File: src/rtl/rr_mux_pkg.sv
// Shared types and helpers for the round-robin registered multiplexer.
// The optional bus-lock feature is enabled with the RR_MUX_LOCK_EN macro.
package rr_mux_pkg;

    localparam int DEF_N = 4;
    localparam int DEF_W = 32;

    typedef enum logic {
        ST_EMPTY = 1'b0,
        ST_FULL  = 1'b1
    } out_state_e;

    // Explicit compare against n-1 so non-power-of-two N wraps correctly.
    function automatic int unsigned wrap_inc(input int unsigned idx, input int unsigned n);
        return (idx >= n - 1) ? 0 : idx + 1;
    endfunction

endpackage

File: src/rtl/rr_arbiter.sv
// Combinational round-robin picker: searches req starting just after last,
// wrapping modulo N, and reports a one-hot grant, its binary index and any.
module rr_arbiter
    import rr_mux_pkg::*;
#(
    parameter int N  = DEF_N,
    parameter int SW = $clog2(N)
) (
    input  logic [N-1:0]  req,
    input  logic [SW-1:0] last,
    output logic [N-1:0]  grant,
    output logic [SW-1:0] idx,
    output logic          any
);

    logic [SW-1:0] pos;

    always_comb begin
        grant = '0;
        idx   = '0;
        any   = 1'b0;
        pos   = SW'(wrap_inc(int'(last), N));
        for (int k = 0; k < N; k++) begin
            if (!any && req[pos]) begin
                grant[pos] = 1'b1;
                idx        = pos;
                any        = 1'b1;
            end
            pos = SW'(wrap_inc(int'(pos), N));
        end
    end

endmodule

File: src/rtl/rr_mux_reg.sv
// N-input registered multiplexer with round-robin arbitration and valid/ready
// on every channel. Define RR_MUX_LOCK_EN to add the in_lock bus-lock input.
module rr_mux_reg
    import rr_mux_pkg::*;
#(
    parameter  int N  = DEF_N,
    parameter  int W  = DEF_W,
    localparam int SW = $clog2(N)
) (
    input  logic           clk,
    input  logic           rst_n,
    input  logic [N-1:0]   in_valid,
    input  logic [N*W-1:0] in_data,
`ifdef RR_MUX_LOCK_EN
    input  logic [N-1:0]   in_lock,
`endif
    output logic [N-1:0]   in_ready,
    output logic           out_valid,
    output logic [W-1:0]   out_data,
    output logic [SW-1:0]  out_sel,
    input  logic           out_ready
);

    out_state_e    state_q, state_d;
    logic [W-1:0]  data_q, data_d;
    logic [SW-1:0] sel_q, sel_d;
    logic [SW-1:0] last_q, last_d;

    logic [W-1:0]  data_ch [N];
    logic [N-1:0]  req;
    logic [N-1:0]  grant;
    logic [SW-1:0] grant_idx;
    logic          grant_any;
    logic          can_load;
    logic          xfer;

    for (genvar gi = 0; gi < N; gi++) begin : g_ch
        assign data_ch[gi] = in_data[gi*W +: W];
    end

`ifdef RR_MUX_LOCK_EN
    logic          locked_q, locked_d;
    logic [SW-1:0] lock_ch_q, lock_ch_d;
    logic [N-1:0]  lock_mask;

    // While locked only the owning channel may be picked, even if it idles.
    assign lock_mask = {{(N-1){1'b0}}, 1'b1} << lock_ch_q;
    assign req       = locked_q ? (in_valid & lock_mask) : in_valid;
`else
    assign req = in_valid;
`endif

    rr_arbiter #(.N(N), .SW(SW)) u_arb (
        .req   (req),
        .last  (last_q),
        .grant (grant),
        .idx   (grant_idx),
        .any   (grant_any)
    );

    assign can_load = (state_q == ST_EMPTY) || out_ready;
    assign in_ready = (rst_n && can_load) ? grant : '0;
    assign xfer     = rst_n && can_load && grant_any;

    always_ff @(posedge clk) begin
        if (!rst_n) begin
            state_q <= ST_EMPTY;
            data_q  <= '0;
            sel_q   <= '0;
            last_q  <= SW'(N - 1);
        end else begin
            state_q <= state_d;
            data_q  <= data_d;
            sel_q   <= sel_d;
            last_q  <= last_d;
        end
    end

    always_comb begin
        state_d = state_q;
        case (state_q)
            ST_EMPTY: if (xfer) state_d = ST_FULL;
            ST_FULL:  if (!xfer && out_ready) state_d = ST_EMPTY;
            default:  state_d = ST_EMPTY;
        endcase
    end

    always_comb begin
        data_d = data_q;
        sel_d  = sel_q;
        last_d = last_q;
        if (xfer) begin
            data_d = data_ch[grant_idx];
            sel_d  = grant_idx;
            last_d = grant_idx;
        end
    end

`ifdef RR_MUX_LOCK_EN
    always_ff @(posedge clk) begin
        if (!rst_n) begin
            locked_q  <= 1'b0;
            lock_ch_q <= '0;
        end else begin
            locked_q  <= locked_d;
            lock_ch_q <= lock_ch_d;
        end
    end

    always_comb begin
        locked_d  = locked_q;
        lock_ch_d = lock_ch_q;
        if (xfer) begin
            locked_d  = in_lock[grant_idx];
            lock_ch_d = grant_idx;
        end
    end
`endif

    always_comb begin
        out_valid = (state_q == ST_FULL);
        out_data  = data_q;
        out_sel   = sel_q;
    end

endmodule

File: config.mk
export PLATFORM = sky130hd
export DESIGN_NAME = rr_mux_reg
export DESIGN_NICKNAME = d
export VERILOG_FILES = /design/src/rtl/rr_mux_pkg.sv /design/src/rtl/rr_arbiter.sv /design/src/rtl/rr_mux_reg.sv
export SDC_FILE = /design/constraint.sdc
export NUM_CORES = 1
export LEC_CHECK = 0
export CAP_MARGIN = 15
export CORE_ASPECT_RATIO = 1.25
export CORE_UTILIZATION = 40
export DETAILED_ROUTE_END_ITERATION = 7
export PLACE_DENSITY = 0.85
export SLEW_MARGIN = 20
export SYNTH_ARGS = -nofsm -noshare
export SYNTH_HDL_FRONTEND = slang
export SYNTH_SLANG_ARGS = --single-unit
File: constraint.sdc
create_clock -name clk -period 5.1 [get_ports clk]
set_input_delay 0.765 -clock clk [delete_from_list [all_inputs] [get_ports clk]]
set_output_delay 0.765 -clock clk [all_outputs]
set_load 0.1 [all_outputs]
# ---- Word-level counts from Yosys, hierarchy flattened
# Index checks and enable logic that the tools add are counted.
# W data, S select, Z words.
dict set report op_classes {
  n_reduce_logical 15
  addsub 4
  bitwise 5
  muxes 39
  n_lt_le_gt_ge 13
}
# cell n
set op_table {}
lappend op_table {{$bmux W32 S2} 1}
lappend op_table {{$mux W32} 2}
lappend op_table {{$mux W4} 5}
lappend op_table {{$mux W2} 8}
lappend op_table {{$mux W1} 14}
lappend op_table {{$lt A2 B3 Y1 const B} 4}
lappend op_table {{$or A4 B4 Y4} 3}
lappend op_table {{$logic_and A1 B1 Y1} 10}
lappend op_table {{$add A2 B1 Y2 const B} 4}
lappend op_table {{$bmux W1 S2} 4}
lappend op_table {{$demux W1 S2} 4}
lappend op_table {{$ge A2 B1 Y1 const B} 4}
lappend op_table {{$ge A2 B2 Y1 const B} 4}
lappend op_table {{$logic_not A1 Y1} 4}
lappend op_table {{$ge A3 B3 Y1 const B} 1}
lappend op_table {{$not A2 Y3} 1}
lappend op_table {{$pmux W1 S2} 1}
lappend op_table {{$logic_or A1 B1 Y1} 1}
lappend op_table {{$not A1 Y1} 1}
dict set report word_totals {
  regBits 37
  word_cells 80
  input_bits 135
  out_inout_bits 39
}

# ---- Depth between registers and ports, before layout
dict set report depth {
  word_depth 19
  depth_mapped 10
  mapped_depth_nobuf 7
}

# ---- Modules after synthesis
# Synthesis repeated with hierarchy kept, for this count alone.
dict set report unflattened {
  hier_cells 299
  area_unflattened_um2 2940.3
}
# module cells_each seq_area_each_um2 n_inst area_per_inst_um2
set modules_own_cells {}
lappend modules_own_cells {rr_mux_reg 212 740.7 1 2255.9}
lappend modules_own_cells {rr_arbiter 87 0.0 1 684.4}

# ---- Worst setup path after synthesis
# OpenSTA, ideal clock, no wires.
dict set report synth_timing {
  kind {flip-flop to output port}
  from {register last_q[0]}
  to {output in_ready[1]}
  slack_ns 0.756
  required_time_ns 4.335
  arrival_time_ns 3.579
  stages_incl_launch_ff 9
  path_buffers 1
  path_cell_list {dfxtp_1 -> buf_4 -> inv_1 -> ha_1 -> or4_4 -> or4_1 -> o41ai_1 -> o21ai_1 -> a21oi_1}
}
dict set report synth_via {
  elab_chain_cells 15
  elab_cells_between_ends 57
  cone_classes {add/sub: 4; order compare: 12; mux: 28; bitwise: 3; reduce/logical: 10}
}
# item line_no
set synth_rtl {}
lappend synth_rtl {{from (decl)} rr_mux_reg.sv:27} ;# logic [SW-1:0] last_q, last_d;
lappend synth_rtl {{from (signal assigned)} rr_mux_reg.sv:70} ;# last_q <= SW'(N - 1);
lappend synth_rtl {{from (signal assigned)} rr_mux_reg.sv:75} ;# last_q <= last_d;
lappend synth_rtl {{$add A2 B1 Y2 or $ge A2 B2 Y1 (tied branches)} rr_mux_pkg.sv:15} ;# return (idx >= n - 1) ? 0 : idx + 1;
lappend synth_rtl {{$mux W2 (*)} rr_mux_pkg.sv:15}
lappend synth_rtl {{$add A2 B1 Y2, or another cell as far along} rr_mux_pkg.sv:15}
lappend synth_rtl {{$mux W2 or $mux W1 (tied branches)} {rr_mux_pkg.sv:15, rr_arbiter.sv:24}}
lappend synth_rtl {{$add A2 B1 Y2, or another cell as far along} rr_mux_pkg.sv:15}
lappend synth_rtl {{$mux W2, or another cell as far along} rr_mux_pkg.sv:15}
lappend synth_rtl {{$add A2 B1 Y2, or another cell as far along} rr_mux_pkg.sv:15}
lappend synth_rtl {{$mux W2, or another cell as far along} rr_mux_pkg.sv:15}
lappend synth_rtl {{$lt A2 B3 Y1 (not written as such), or another cell as far along} rr_arbiter.sv:25} ;# grant[pos] = 1'b1;
lappend synth_rtl {{$logic_and A1 B1 Y1 (not written as such), or another cell as far along} rr_arbiter.sv:25}
lappend synth_rtl {{$mux W1 (not written as such), or another cell as far along} rr_arbiter.sv:25}
lappend synth_rtl {{$demux W1 S2, or another cell as far along} -}
lappend synth_rtl {{$or A4 B4 Y4 (no source line) or $logic_and A1 B1 Y1 (tied branches)} -}
lappend synth_rtl {{$mux W4 (*)} rr_arbiter.sv:24} ;# if (!any && req[pos]) begin
lappend synth_rtl {{$mux W4 (*)} rr_mux_reg.sv:62} ;# assign in_ready = (rst_n && can_load) ? grant : '0;
lappend synth_rtl {{to (decl)} rr_mux_reg.sv:17} ;# output logic [N-1:0] in_ready,
# Mark *: on every way between the ends. The rest lies on a longest branch, timed or not. The select of a mux whose other input is x is not followed.

# ---- Final worst setup path
dict set report layout_timing {
  from {register last_q[0]}
  to {output in_ready[2]}
}
# The elaborated chain is that of the path after synthesis.

==> results by stage <==
Finish:
- The antenna diode count is 0.
- In the layout the commonest cells are 169 x clkdlybuf4s50_1, 42 x mux2i_1, 40 x nand2_1.
- The area added between synthesis and finish is 64.60%.
- The library cell used most frequently in the layout, excluding fill and tap cells, is clkdlybuf4s50_1.
- Of the cells placed in the final design, the portion with a size suffix greater than 1 is under 10%.
- At the end of the flow, the number of nets in the layout was 634.
- The count of filler cells inserted in the layout is 569.

Placement:
- Buffers placed on the I/O ports in this run total 173.
- The final RePlAce weighted congestion is 0.8694.
- Before CTS, the worst setup slack after placement is 1.182 ns.
- Detailed placement ended at an HPWL of 7.503 mm.

STA:
- The final period utilization is between 80% and 90%.
- The number of pins with negative max-slew slack in the final report came to 0.
- Across all setup checks in the final design, the least slack found is 0.9656 ns.
- The actual transition at the worst max-transition pin is 1.045 ns.
- The shortest clock period the worst path allows after layout is 4.134 ns.
- The highest clock frequency the design can meet is 0.2419 GHz.
- The tightest slew margin relative to the limit is 30.35%.
- Setup violations remaining at the end of the flow were counted as 0.
- The worst hold-check slack is 0.4654 ns.
- The final hold violation count is 0.
- Setup repair after global routing left no endpoint under its margin.
- For the final database, setup skew stands at 0.005978 ns.
- The post-route setup TNS is 0 ns.

Clock network:
- The H-tree was split into 2 levels.
- The clock edge transition at the registers on the reported setup and hold paths is 0.07 ns.
- The clock sink total is 37.
- The post-cts resize count is 0.
- Buffers added to address setup during post-CTS repair amount to 0.
- TritonCTS built the clock tree.
- The CTS buffer count is 5.
- The longest clock path from root to sink contains 2 buffers.
- The number of hold buffers added after CTS is 0.
- The clock latency of the later-clocked register in the worst-skew pair is 0.29 ns.
- The master cell of the clock root buffer is clkbuf_8.

Route:
- The first-iteration detailed-routing DRC count is 199.
- In this run the remaining antenna-violating nets after routing total 0.
- Using the TritonRoute via totals, the vias-per-cell ratio works out to just under 6.
- The top layer reached by signal wires is met4.
- In the final routing, the length of wire on met1 measures 3.836 mm.
- The iteration count of the initial detailed-routing pass is 4.
- The total met2 wirelength after detailed routing is between 5 and 6 mm.
- The total routed wirelength is 10.23 mm.
- The sum of met3 wire segment lengths after detailed routing is between 700 and 800 microns.
- The routed length per instance is 17.58 microns.
- Summing over every cut layer, the via total after detailed routing is 3451.
- The DRC violation count after routing is 0.

GRT:
- The first global-routing pass estimated ~16 mm of wire.
- The number of global-route vias before repair is 3389.
- The total global-route track usage is 26.16%.
- The number of antenna violations at the first check in global routing came to 0.
- The total congestion overflow after global routing is 0.
- The pin count of the biggest net entering global routing is 46.

Synth:
- The predominant post-synthesis flop cell is dfxtp_1.
- Counting distinct cell types in the post-synthesis netlist gives 45.
- The post-synthesis compound-gate area fraction is between 30% and 40%.
- The mapped netlist covers 2905 sq um.
- Counting flops with a built-in enable in the synthesized netlist gives 0.
- The portion of synthesized area spent on multiplexers is ~15%.
- For this run, the number of Yosys warnings is 0.
- The sequential fraction of the synthesis area is 25.50%.
- The largest family of logic cells by synthesized area is compound AO/OA/AOI/OAI gates.
- The xor/xnor cell area share of the yosys netlist is 0%.
- The arithmetic-cell share of the synthesized area counting full adders, half adders and majority gates is 3.445%.
- Counting flops and latches in the post-synthesis netlist gives 37.
- Counting every instance in the synthesized netlist gives 344.
- For this run, asynchronously set or reset flops after synthesis account for 0%.
- Summing the areas of all and, or, nand and nor instances in the mapped netlist gives between 10% and 20% of the synthesized area.
- The post-synthesis area per instance is 8.446 sq um.
- Counting every net in the synthesized netlist gives 487.

Power:
- The net switching power is about 0.0012 W.
- The internal power of the cells totals 0.0009870 W.
- The clock network burns ~13% of the power.
- Summed over all cells, the static leakage comes to 1.822 nW.
- Across the VDD grid, the largest voltage drop is around 0.00031 V.
- Power spread over the standard cell area amounts to 447.4 nW/um^2.
- The share of total power dissipated in combinational logic is between 60 and 70%.
- Sequential cells burn approximately a fifth of the power.
- In this run switching power makes up 53.87% of total power.

Die:
- The floorplan die area is 7610 sq um.
- Measured along the y axis, the die boundary spans 97.29 microns.
- 174 I/O pins were placed.
- In this run the horizontal extent of the chip is 78.23 microns.
- The number of placement rows is 34.
- In this run the standard cell core region covers 6977 sq um.
- For this configuration, the core starts out at a cell density of 41.64%.

Setup path:
- STA classifies the critical path startpoint as a flop.
- STA classifies the critical path endpoint as an output port.
- The register-to-register path setup slack is approximately 1.5 ns.
- The largest driver fanout on the critical path is 14.
- Measured in cells, the most critical reg-to-reg path has a length of 8.
- The data arrival at the endpoint of the critical path is 3.37 ns.
- The end point of the critical path is in_ready[2].
- The worst path required time is 4.34 ns.
- The critical path starts at last_q[0].
- The destination of the worst register-to-register timing path is out_data[15].
- The worst setup path is of the flop to output port kind.
- In this run the critical register-to-register path is launched from last_q[0].

Run:
- The count of maximum capacitance violations is 0.

Min path:
- The tightest min-delay check is of the flop to flop type.

Run status:
- The run finished with clean final reports.
power groups by stage:
stage / Sequential (W) / Combinational [W] / Clock, W
after global placement: 0.000421 / 0.00143 / 0
after global routing: 0.000429 / 0.00152 / 0.000283
after floorplan: 0.000965 / 0.000530 / 0
after detailed placement: 0.000424 / 0.00146 / 0
final: 0.000419 / 0.00145 / 0.000268
after CTS: 0.000418 / 0.00146 / 0.000272
metrics by stage:
stage,power [W],util [%],std cells,area [sq um]
3_5_place_dp,0.001879,66.88,574,4666
4_1_cts,0.002148,68.54,582,4782
3_3_place_gp,0.001855,66.88,574,4666
6_report,0.002139,68.54,582,4782
2_1_floorplan,0.001494,-,344,2905
5_1_grt,0.002232,68.54,582,4782
logic make-up after synthesis:
group / after synthesis
flops: 37
simple gates: 91
buf+inv: 44
mux: 43
compound gates: 121
fa+ha+maj: 8
synthesized netlist by cell type (2+ instances only):
| cell | number | area, sq um |
|---|---|---|
| a211o_1 | 24 | 210.2 |
| a21oi_1 | 12 | 60.06 |
| a22oi_1 | 4 | 30.03 |
| a31oi_1 | 3 | 18.77 |
| a32o_1 | 8 | 80.08 |
| and2_1 | 2 | 12.51 |
| buf_1 | 3 | 11.26 |
| buf_2 | 15 | 75.07 |
| buf_4 | 3 | 22.52 |
| clkbuf_1 | 17 | 63.81 |
| dfxtp_1 | 37 | 740.7 |
| ha_1 | 8 | 100.1 |
| inv_1 | 4 | 15.01 |
| mux2i_1 | 42 | 420.4 |
| nand2_1 | 40 | 150.1 |
| nand2b_1 | 5 | 31.28 |
| nand3_1 | 2 | 10.01 |
| nand4_1 | 24 | 150.1 |
| nor2_1 | 7 | 26.28 |
| nor2b_1 | 2 | 12.51 |
| nor4b_1 | 2 | 17.52 |
| o211ai_1 | 31 | 232.7 |
| o21ai_1 | 2 | 10.01 |
| o31ai_1 | 25 | 187.7 |
| or2_1 | 2 | 12.51 |
critical path, stage by stage, from the launching register on:
cell and delay, ns:
dfxtp_1 0.61, inv_1 0.20, ha_1 0.49, or4_4 0.55, or4_1 0.42, o41ai_1 0.15
o211ai_1 0.23, o211ai_1 0.20, buf_12 0.22
metal layers:
metal,track usage [%],up-vias
met1,27.57,1617
met2,49.19,176
met3,5.164,24
li1,-,1634
met4,11.11,0
met5,0,-
area by class of cell:
type,instances,area (sq um),share of cell area [%]
multi-input cells,263,1973,41.26
repair buffers,180,1824,38.15
flip-flops and latches,37,740.7,15.49
well taps,90,112.6,2.355
clock buffers,7,86.33,1.805
clock inverters,1,30.03,0.6279
inverters,4,15.01,0.3140
worst min path at each step:
stage | start | to | slack [ns] | cells after the start
2_1_floorplan | last_q[1] | last_q[1] | 0.57 | 2
3_3_place_gp | out_sel[1] | out_sel[1] | 0.44 | 2
3_5_place_dp | out_data[10] | out_data[10] | 0.46 | 2
4_1_cts | out_sel[1] | out_sel[1] | 0.47 | 2
5_1_grt | out_sel[1] | out_sel[1] | 0.49 | 2
6_report | out_sel[1] | out_sel[1] | 0.47 | 2
registers in the layout (all words and copies together), names as in the netlist:
register,flops
last_q,2
out_data,32
out_sel,2
out_valid,1
Power figures use the tool's default switching activity.
==> RTL edit: new RTL, same flow settings <==
Add a define of `RR_MUX_LOCK_EN`.
--- a/src/rtl/rr_mux_reg.sv
+++ b/src/rtl/rr_mux_reg.sv
@@ -1,5 +1,7 @@
 // N-input registered multiplexer with round-robin arbitration and valid/ready
 // on every channel. Define RR_MUX_LOCK_EN to add the in_lock bus-lock input.
+`define RR_MUX_LOCK_EN
+
 module rr_mux_reg
     import rr_mux_pkg::*;
 #(
Interface: changed (added in_lock); port bits go from 174 to 178. No check against the original RTL was run, so the function may have changed too.
==> RTL edit against the unedited design <==
  * Highest routed layer unchanged
  * Total power is 41% higher
  * Final area is 1.1% higher
  * Sequential share of layout area is 0.25 points higher
  * Non-clock buffer count is 2 higher
  * Clock power is 5% lower
  * Wire length is 3.8% lower
  * Area after synthesis is 1.1% higher
  * Largest cell class unchanged
  * Via count is 2.7% lower
  * Sequential cell count is 1 higher
  * Setup slack better by 0.26 ns
==> RTL edit: results (changes against the unedited design) <==
* Slowest CP cell: o41ai_1 (was dfxtp_1)
* WL/cell at 16.16 um (was 17.58 um)
* Synth area leaders: dfxtp_1, mux2i_1, a21boi_0, o211ai_1, and3_1 (was dfxtp_1, mux2i_1, o211ai_1, a211o_1, o31ai_1)
* Seq/Total Area, Yosys at 25.89% (was 25.50%)
* Placed Instance Area at 4727 um^2 (was 4666 um^2)
* Crit path max-delay family: compound AO/OA/AOI/OAI gates (was simple AND/OR/NAND/NOR gates)
* Vias at 3,357 (was 3,451)
* Avg Synthesized Cell Area at 8.138 um^2 (was 8.446 um^2)
* Met1 Usage GRT at 26.56% (was 27.57%)
* Multi-input gate share of total cell area at 42.12% (was 41.26%)
* Crit path DAT at 3.11 ns (was 3.37 ns)
* Initial DRC count at 79 (was 199)
* Routed wl met2 at 5.079 mm (was 5.383 mm)
* Placed cell count at 601 (was 574)
* Clock Sink Count at 38 (was 37)
* Status: completed (unchanged)
* Slowest stage delay, CP at 0.59 ns (was 0.61 ns)
* Multi-input gates at 286 (was 263)
* Non-clock buffer count at 182 (was 180)
* Post-synthesis mux area share at 12.35% (was 14.86%)
* Grt met2 use at 46.89% (was 49.19%)
* Area grow syn2layout at 64.52% (was 64.60%)
* Largest net degree at the start of global routing at 66 (was 46)
* Post-synth net total at 508 (was 487)
* Most instantiated cells after synthesis: nand2_1, dfxtp_1, a21boi_0 (was mux2i_1, nand2_1, dfxtp_1)
* Fraction of area in registers at 15.74% (was 15.49%)
* DPL Wire Length at 7.497 mm (was 7.503 mm)
* Nets at 665 (was 634)
* Clk tree area frac at 2.200% (was 2.433%)
* Gpl congestion at 0.9277 (was 0.8694)
* WL met1 at 3.695 mm (was 3.836 mm)
* Compound-Gate Fraction of Synth Area at 34.11% (was 33.03%)
* Routed WL at 9.840 mm (was 10.23 mm)
* Non-clk buf share at 37.23% (was 38.15%)
* Port Buf Inserts at 177 (was 173)
* Crit path max fanout at 7 (was 14)
* Adder-cell share of the synthesized area at 3.407% (was 3.445%)
* Layout cells sized above 1 at 6.358% (was 5.488%)
* Leak at 0.001987 uW (was 0.001822 uW)
-- RTL edit: changes by cell type in the layout (fill, tap and decap cells not counted), moves of 4 or more --
cell | unedited run | this run
a21boi_0 | 0 | 35
buf_12 | 4 | 0
a211o_1 | 24 | 0
a21oi_1 | 11 | 5
and3_1 | 1 | 32
mux2i_1 | 42 | 34
nand4_1 | 24 | 0
o31ai_1 | 25 | 1
clkdlybuf4s50_1 | 169 | 173
a32o_1 | 8 | 0
o21ai_0 | 1 | 29
o21ai_1 | 1 | 6
a221o_1 | 0 | 4
-- RTL edit: path summary, 6_finish.rpt --
check,startpoint,endpoint,slack [ns],cells past startpoint
min reg2reg,out_data[19],out_data[19],0.47,2
min,out_data[19],out_data[19],0.47,2
max reg2reg,last_q[0],out_data[4],1.80,7
max,in_valid[1],in_ready[3],1.22,7
-- RTL edit: power breakdown --
part           switching [uW]  internal, uW  total (uW)
sequential               83.6           413         496
clock                     109           147         255
combinational            1560           716        2270
